$ cat src/rtl/muldiv_unit.sv
// -----------------------------------------------------------------------------
// muldiv_unit
//   Iterative RV32M multiply/divide unit. It accepts operand values read from the
//   register file and computes MUL/MULH/MULHSU/MULHU/DIV/DIVU/REM/REMU in 32
//   iterations. The result is driven onto the register-file write port. The core
//   stalls while busy is high.
//
//   Multiply uses shift-add on operand magnitudes and produces a 64-bit product.
//   Divide uses restoring division on magnitudes and produces a quotient and a
//   remainder. Both share one 64-bit accumulator. The sign is applied in FIX.
//   Divide-by-zero and signed overflow take a one-cycle fast path.
//
// Ports
//   clk          in   1           clock, rising edge
//   areset       in   1           asynchronous reset, active-low
//   start        in   1           request, sampled only in IDLE
//   flush        in   1           abort in-flight op, no write-back
//   funct3       in   3           RV32M operation select
//   rs1_val      in   XLEN        operand A / dividend
//   rs2_val      in   XLEN        operand B / divisor
//   rd           in   REG_ADDR_W  destination register index
//   busy         out  1           high in CALC, FIX, DONE
//   done         out  1           one-cycle pulse, result valid
//   writeEnable  out  1           RF write strobe (done and rd != 0)
//   writeReg     out  REG_ADDR_W  RF write index (latched rd)
//   writeData    out  XLEN        result, held until the next done
// -----------------------------------------------------------------------------
`timescale 1ns/1ps

module muldiv_unit #(
  parameter int XLEN       = 32,
  parameter int REG_ADDR_W = 5
) (
  input  logic                  clk,
  input  logic                  areset,
  input  logic                  start,
  input  logic                  flush,
  input  logic [2:0]            funct3,
  input  logic [XLEN-1:0]       rs1_val,
  input  logic [XLEN-1:0]       rs2_val,
  input  logic [REG_ADDR_W-1:0] rd,
  output logic                  busy,
  output logic                  done,
  output logic                  writeEnable,
  output logic [REG_ADDR_W-1:0] writeReg,
  output logic [XLEN-1:0]       writeData
);

  typedef enum logic [1:0] {
    S_IDLE,
    S_CALC,
    S_FIX,
    S_DONE
  } state_t;

  localparam logic [XLEN-1:0] MIN_INT = {1'b1, {(XLEN-1){1'b0}}};

  state_t              state;
  logic [5:0]          count;
  logic [2:0]          op;        // latched funct3
  logic                a_neg;     // operand A was negative (signed view)
  logic                b_neg;     // operand B was negative (signed view)
  logic [XLEN-1:0]     opb;       // multiplicand or divisor magnitude
  logic [2*XLEN-1:0]   acc;       // {hi, lo}: product, or {remainder, quotient}
  logic                done_q;
  logic                we_q;

  // Decode on the accept cycle.
  logic                a_signed;
  logic                b_signed;
  logic                a_neg_in;
  logic                b_neg_in;
  logic [XLEN-1:0]     a_mag;
  logic [XLEN-1:0]     b_mag;
  logic                div_zero;
  logic                div_ovf;
  logic [XLEN-1:0]     special_val;

  // One iteration of the datapath.
  logic [XLEN:0]       mul_sum;
  logic [XLEN:0]       div_shift;
  logic [XLEN:0]       div_diff;
  logic                div_take;
  logic [2*XLEN-1:0]   acc_next;

  // Sign fix-up and result select.
  logic [2*XLEN-1:0]   prod_fix;
  logic [XLEN-1:0]     quot_fix;
  logic [XLEN-1:0]     rem_fix;
  logic [XLEN-1:0]     result;

  // NOTE: every always_comb output gets a default before any branch. A path that
  // leaves a signal unassigned would infer a latch.
  always_comb begin
    a_signed    = (funct3 == 3'b001) || (funct3 == 3'b010) ||
                  (funct3 == 3'b100) || (funct3 == 3'b110);
    b_signed    = (funct3 == 3'b001) || (funct3 == 3'b100) || (funct3 == 3'b110);
    a_neg_in    = a_signed && rs1_val[XLEN-1];
    b_neg_in    = b_signed && rs2_val[XLEN-1];
    // The magnitude of MIN_INT is 2^(XLEN-1). That value is exact as unsigned.
    a_mag       = a_neg_in ? -rs1_val : rs1_val;
    b_mag       = b_neg_in ? -rs2_val : rs2_val;
    div_zero    = funct3[2] && (rs2_val == '0);
    div_ovf     = funct3[2] && !funct3[0] && (rs1_val == MIN_INT) && (rs2_val == '1);
    special_val = '0;
    if (div_zero)
      special_val = funct3[1] ? rs1_val : '1;
    else if (div_ovf)
      special_val = funct3[1] ? '0 : MIN_INT;
  end

  always_comb begin
    // Multiply: add the multiplicand into the high half when the current
    // multiplier bit is set, then shift the whole accumulator right.
    mul_sum   = {1'b0, acc[2*XLEN-1:XLEN]} + (acc[0] ? {1'b0, opb} : '0);
    // Restoring divide: shift the next dividend bit into the remainder. Keep the
    // difference only when it does not go negative.
    div_shift = {acc[2*XLEN-1:XLEN], acc[XLEN-1]};
    div_diff  = div_shift - {1'b0, opb};
    div_take  = !div_diff[XLEN];
    if (op[2])
      acc_next = {(div_take ? div_diff[XLEN-1:0] : div_shift[XLEN-1:0]),
                  acc[XLEN-2:0], div_take};
    else
      acc_next = {mul_sum, acc[XLEN-1:1]};
  end

  always_comb begin
    prod_fix = (a_neg ^ b_neg) ? -acc : acc;
    quot_fix = (a_neg ^ b_neg) ? -acc[XLEN-1:0] : acc[XLEN-1:0];
    rem_fix  = a_neg ? -acc[2*XLEN-1:XLEN] : acc[2*XLEN-1:XLEN];
    if (op[2])
      result = op[1] ? rem_fix : quot_fix;
    else if (op[1:0] == 2'b00)
      result = prod_fix[XLEN-1:0];
    else
      result = prod_fix[2*XLEN-1:XLEN];
  end

  // NOTE: sequential state uses non-blocking assignments only. Every register
  // then updates from values that were present before the edge.
  always_ff @(posedge clk or negedge areset) begin
    if (!areset) begin
      state     <= S_IDLE;
      count     <= '0;
      busy      <= 1'b0;
      done_q    <= 1'b0;
      we_q      <= 1'b0;
      writeReg  <= '0;
      writeData <= '0;
      // NOTE: the datapath registers are reset too. Nothing from an aborted
      // operation can then leak into the next result.
      op        <= '0;
      a_neg     <= 1'b0;
      b_neg     <= 1'b0;
      opb       <= '0;
      acc       <= '0;
    end else begin
      case (state)
        S_IDLE: begin
          done_q <= 1'b0;
          we_q   <= 1'b0;
          if (start && !flush) begin
            op       <= funct3;
            writeReg <= rd;
            a_neg    <= a_neg_in;
            b_neg    <= b_neg_in;
            count    <= '0;
            busy     <= 1'b1;
            if (div_zero || div_ovf) begin
              writeData <= special_val;
              done_q    <= 1'b1;
              we_q      <= (rd != '0);
              state     <= S_DONE;
            end else begin
              acc   <= funct3[2] ? {{XLEN{1'b0}}, a_mag} : {{XLEN{1'b0}}, b_mag};
              opb   <= funct3[2] ? b_mag : a_mag;
              state <= S_CALC;
            end
          end
        end

        S_CALC: begin
          if (flush) begin
            busy  <= 1'b0;
            state <= S_IDLE;
          end else begin
            acc <= acc_next;
            if (count == 6'd31) begin
              count <= '0;
              state <= S_FIX;
            end else begin
              count <= count + 6'd1;
            end
          end
        end

        S_FIX: begin
          if (flush) begin
            busy  <= 1'b0;
            state <= S_IDLE;
          end else begin
            writeData <= result;
            done_q    <= 1'b1;
            we_q      <= (writeReg != '0);
            state     <= S_DONE;
          end
        end

        S_DONE: begin
          done_q <= 1'b0;
          we_q   <= 1'b0;
          busy   <= 1'b0;
          state  <= S_IDLE;
        end

        default: begin
          busy  <= 1'b0;
          state <= S_IDLE;
        end
      endcase
    end
  end

  // A flush in the DONE cycle suppresses the pulse and the write-back.
  assign done        = done_q && !flush;
  assign writeEnable = we_q && !flush;

endmodule

$ cat config.mk
export PLATFORM = sky130hd
export DESIGN_NAME = muldiv_unit
export DESIGN_NICKNAME = d
export VERILOG_FILES = /design/src/rtl/muldiv_unit.sv
export SDC_FILE = /design/constraint.sdc
export NUM_CORES = 1
export LEC_CHECK = 0
export CORE_UTILIZATION = 55
export DETAILED_ROUTE_END_ITERATION = 6
export GPL_ROUTABILITY_DRIVEN = 1
export GPL_TIMING_DRIVEN = 0
export PLACE_DENSITY = 0.85
export REMOVE_ABC_BUFFERS = 1
export SYNTH_ARGS = -nofsm -noshare
export SYNTH_HDL_FRONTEND = slang
export SYNTH_SLANG_ARGS = --single-unit
$ cat constraint.sdc
create_clock -name clk -period 5.7 [get_ports clk]
set_clock_uncertainty 0.2 [all_clocks]
set_input_delay 1.14 -clock clk [delete_from_list [all_inputs] [get_ports clk]]
set_output_delay 1.14 -clock clk [all_outputs]
set_load 0.01 [all_outputs]
==> flow_summary.yaml, run 1 <==
global_route:
  grt_pass1_vias: 15200
  antenna_found_initial: 0
  grt_use_total: 0.381
  grt_pass1_wl_um: 85500
  overflow: 0
  grt_start_max_net_pins: 118
cts:
  numCtsBuffers: 17
  cts.clk_slew.worst_paths_ns: 0.06
  root_buffer: "clkbuf_16"
  cts.sink_count: 149
  clk-insertion-delay-late_ns: 0.45
  h-tree-depth: 4
  cts_buffer_depth: 2
  post-cts-setup-buffers: 0
  cts_tree: "done"
route:
  ant_nets: 0
  num_vias: 16700
  drt_iter0_markers: 2305
  drcViolationCount: 0
  avgViaCountPerCell: 6.71
  first_pass_iters: 6
  routedWlPerCell_um: 22.6
  routed_wl_um: 56300
sta:
  worst_slack_ns: -0.151
  rsz0062_at_grt: "false"
  finalHoldViolCount: 0
  setup_viol: 4
  tightest_slew_ns: 1.36
  period_share: 1.03
  final.setup.tns_ns: -0.231
  holdWs_ns: 0.280
  final_max_slew_viol_count: 0
  slew-limit-headroom: 0.0944
  min_period_ns: 5.85
  timing.fmax_mhz: 171
power:
  irDropWorstVdd_mv: 0.313
  p_leak_nw: 7.27
  p_per_area_mw_per_mm2: 649
worst_setup_path:
  r2r_setup_slack_ns: 0.95
  cpMostUsedCell: "nand2_1"
  crit_required_ns: 5.89
  regToRegStartpoint: "acc[0]$_DFFE_PN0P_"
  crit_start: "rs1_val[10]"
  cp-end-kind: "flip-flop"
  rr_worst_depth: 12
  r2r_end: "acc[60]$_DFFE_PN0P_"
  critPathSlowestCell: "nor4_1"
  worstPathCellList: "clkdlybuf4s50_1 > or4_1 > nor4_1 > nand2_1 > o31ai_2 > nand3_1 > a21oi_4 > nand2_1 > a21oi_1 > a21o_1"
  crit_arrival_ns: 6.04
  max_stage_delay_ns: 0.92
  start_kind: "input pin"
  worstSetupEndpoint: "writeData[21]$_DFFE_PN0P_"
  path_max_fanout: 12
  criticalPathCategory: "input pin to flip-flop"
synth:
  seq_area_frac_synth: 0.237
  synth_area_leaders: "dfrtp_1 (24%), o21ai_0 (6.5%), xnor2_1 (6.3%)"
  yosys.area.top_type: "dfrtp_1"
  yosysMostFrequentCell: "nor2_1"
  synth_edf_count: 0
  ys_types: 87
  yosysWarnings: 0
  postSynthAreaPerCell_um2: 7.51
  netlist_area_mm2: 0.0158
  synth_top_area_share: 0.237
  synth_common_cells: "nor2_1 (231), o21ai_0 (205), nand2_1 (199)"
  synth-seq-cells: 149
  ys.flop_type: "dfrtp_1"
  synth_async_sr_flop_share: 1.00
  synth_cells: 2099
finish:
  seq_area_mm2: 0.00373
  nFillCells: 2478
  multi_input_area_mm2: 0.0112
  post-route-util: 0.630
  num_antenna_cells: 0
  fin_cells: 2492
  final_layout_size_suffix_gt1_frac: 0.0610
  fin_nets: 2255
  area_growth_pct: 11.9
floorplan:
  die_area_mm2: 0.0293
  ioPinCount: 116
  core_mm2: 0.0280
  die_h_um: 171
  rows: 61
  die_w_um: 171
  initial_core_util: 0.563
outcome:
  status: "complete, but fails checks"
  violations: "negative setup slack"
placement:
  dp.cells: 2457
  port_buffers: 115
  dp_hpwl_um: 41700
  gp_congestion: 1.03
min_path:
  min_path_type: "flip-flop to flip-flop"
job:
  cap_violations: 0
state kept, by name (all words and copies together), names as in the netlist:
name and flops:
acc 64, opb 32, a_neg 1, state 2, writeReg 5, we_q 1
b_neg 1, count 6, op 3, busy 1, done_q 1, writeData 32
how the worst min path moves through the flow:
stage | startpoint | to | depth (start not counted)
after global placement | writeData[13]$_DFFE_PN0P_ | writeData[13]$_DFFE_PN0P_ | 2
after floorplan | count[5]$_DFFE_PN0P_ | count[5]$_DFFE_PN0P_ | 1
after detailed placement | opb[4]$_DFFE_PN0P_ | opb[4]$_DFFE_PN0P_ | 2
final | writeData[13]$_DFFE_PN0P_ | writeData[13]$_DFFE_PN0P_ | 2
after global routing | opb[4]$_DFFE_PN0P_ | opb[4]$_DFFE_PN0P_ | 2
after CTS | opb[4]$_DFFE_PN0P_ | opb[4]$_DFFE_PN0P_ | 2
what timing repair did:
action / in CTS / in global routing
gates cloned: 1 / 1
resized for setup: 1 / 0
setup endpoints to repair: 4 / 1
pin swaps: 1 / 1
hold buffers: 0 / 0
area by class of cell:
cell class,instances,area share
multi-input cells,1736,0.634
flip-flops and latches,149,0.212
repair buffers,127,0.0779
well taps,378,0.0268
clock buffers,17,0.0241
inverters,70,0.0149
clock inverters,15,0.0109
metal layers:
metal	GRT usage	part of all wire
met4	0.175	0.047
met5	0	0
met1	0.512	0.41
met2	0.581	0.44
met3	0.0856	0.11
per-stage QoR:
step                total power [W]  cell area [µm²]  setup WS (ns)
floorplan                   0.00753            15100          0.114
global placement            0.00964            16700          -4.93
detailed placement          0.00985            17000         -0.586
CTS                          0.0111            17600          0.293
global route                 0.0121            17600         0.0352
finish                       0.0114            17600         -0.151
cells in the final DEF (no fill, tap or decap), types with 40 or more instances in the layout:
cell / n
clkdlybuf4s50_1: 113
a21oi_1: 182
inv_1: 69
nand2_1: 199
dfrtp_1: 148
xnor2_1: 111
ha_1: 75
a211oi_1: 40
o21ai_0: 205
nor2_1: 230
xor2_1: 88
worst max-delay path: cells and delay by family:
kind,cells,cell delay [ns]
and+or+nand+nor,5,2.66
buffers and inverters,1,0.51
AOI/OAI and AO/OA,4,1.69
report_power, final:
group | switching (W) | total, W | internal, W | leakage (nW)
combinational | 0.00459 | 0.00777 | 0.00318 | 5.07
clock | 0.000539 | 0.00124 | 0.000702 | 0.306
sequential | 0.000915 | 0.00243 | 0.00152 | 1.89
cell families (layout without fill, tap and decap cells):
family / count (synthesis) / count (layout) / synth area share
simple gates: 697 / 697 / 0.210
buf+inv: 216 / 229 / 0.0586
mux: 71 / 71 / 0.0483
fa+ha+maj: 78 / 78 / 0.0629
flops: 149 / 149 / 0.237
compound gates: 686 / 688 / 0.271
xor+xnor: 202 / 202 / 0.112
Note: power is estimated with default switching activity, not from simulation.
==> inputs of run 2 (changes only) <==
CTS_CLUSTER_DIAMETER = 150   (was not set)
==> results of run 2 <==
The final DEF is identical to that of run 1; final timing and power are the same.
==> inputs of run 3 (changes only) <==
TNS_END_PERCENT = 30   (was not set)
==> results of run 3 <==
The final DEF is identical to that of run 1; final timing and power are the same.
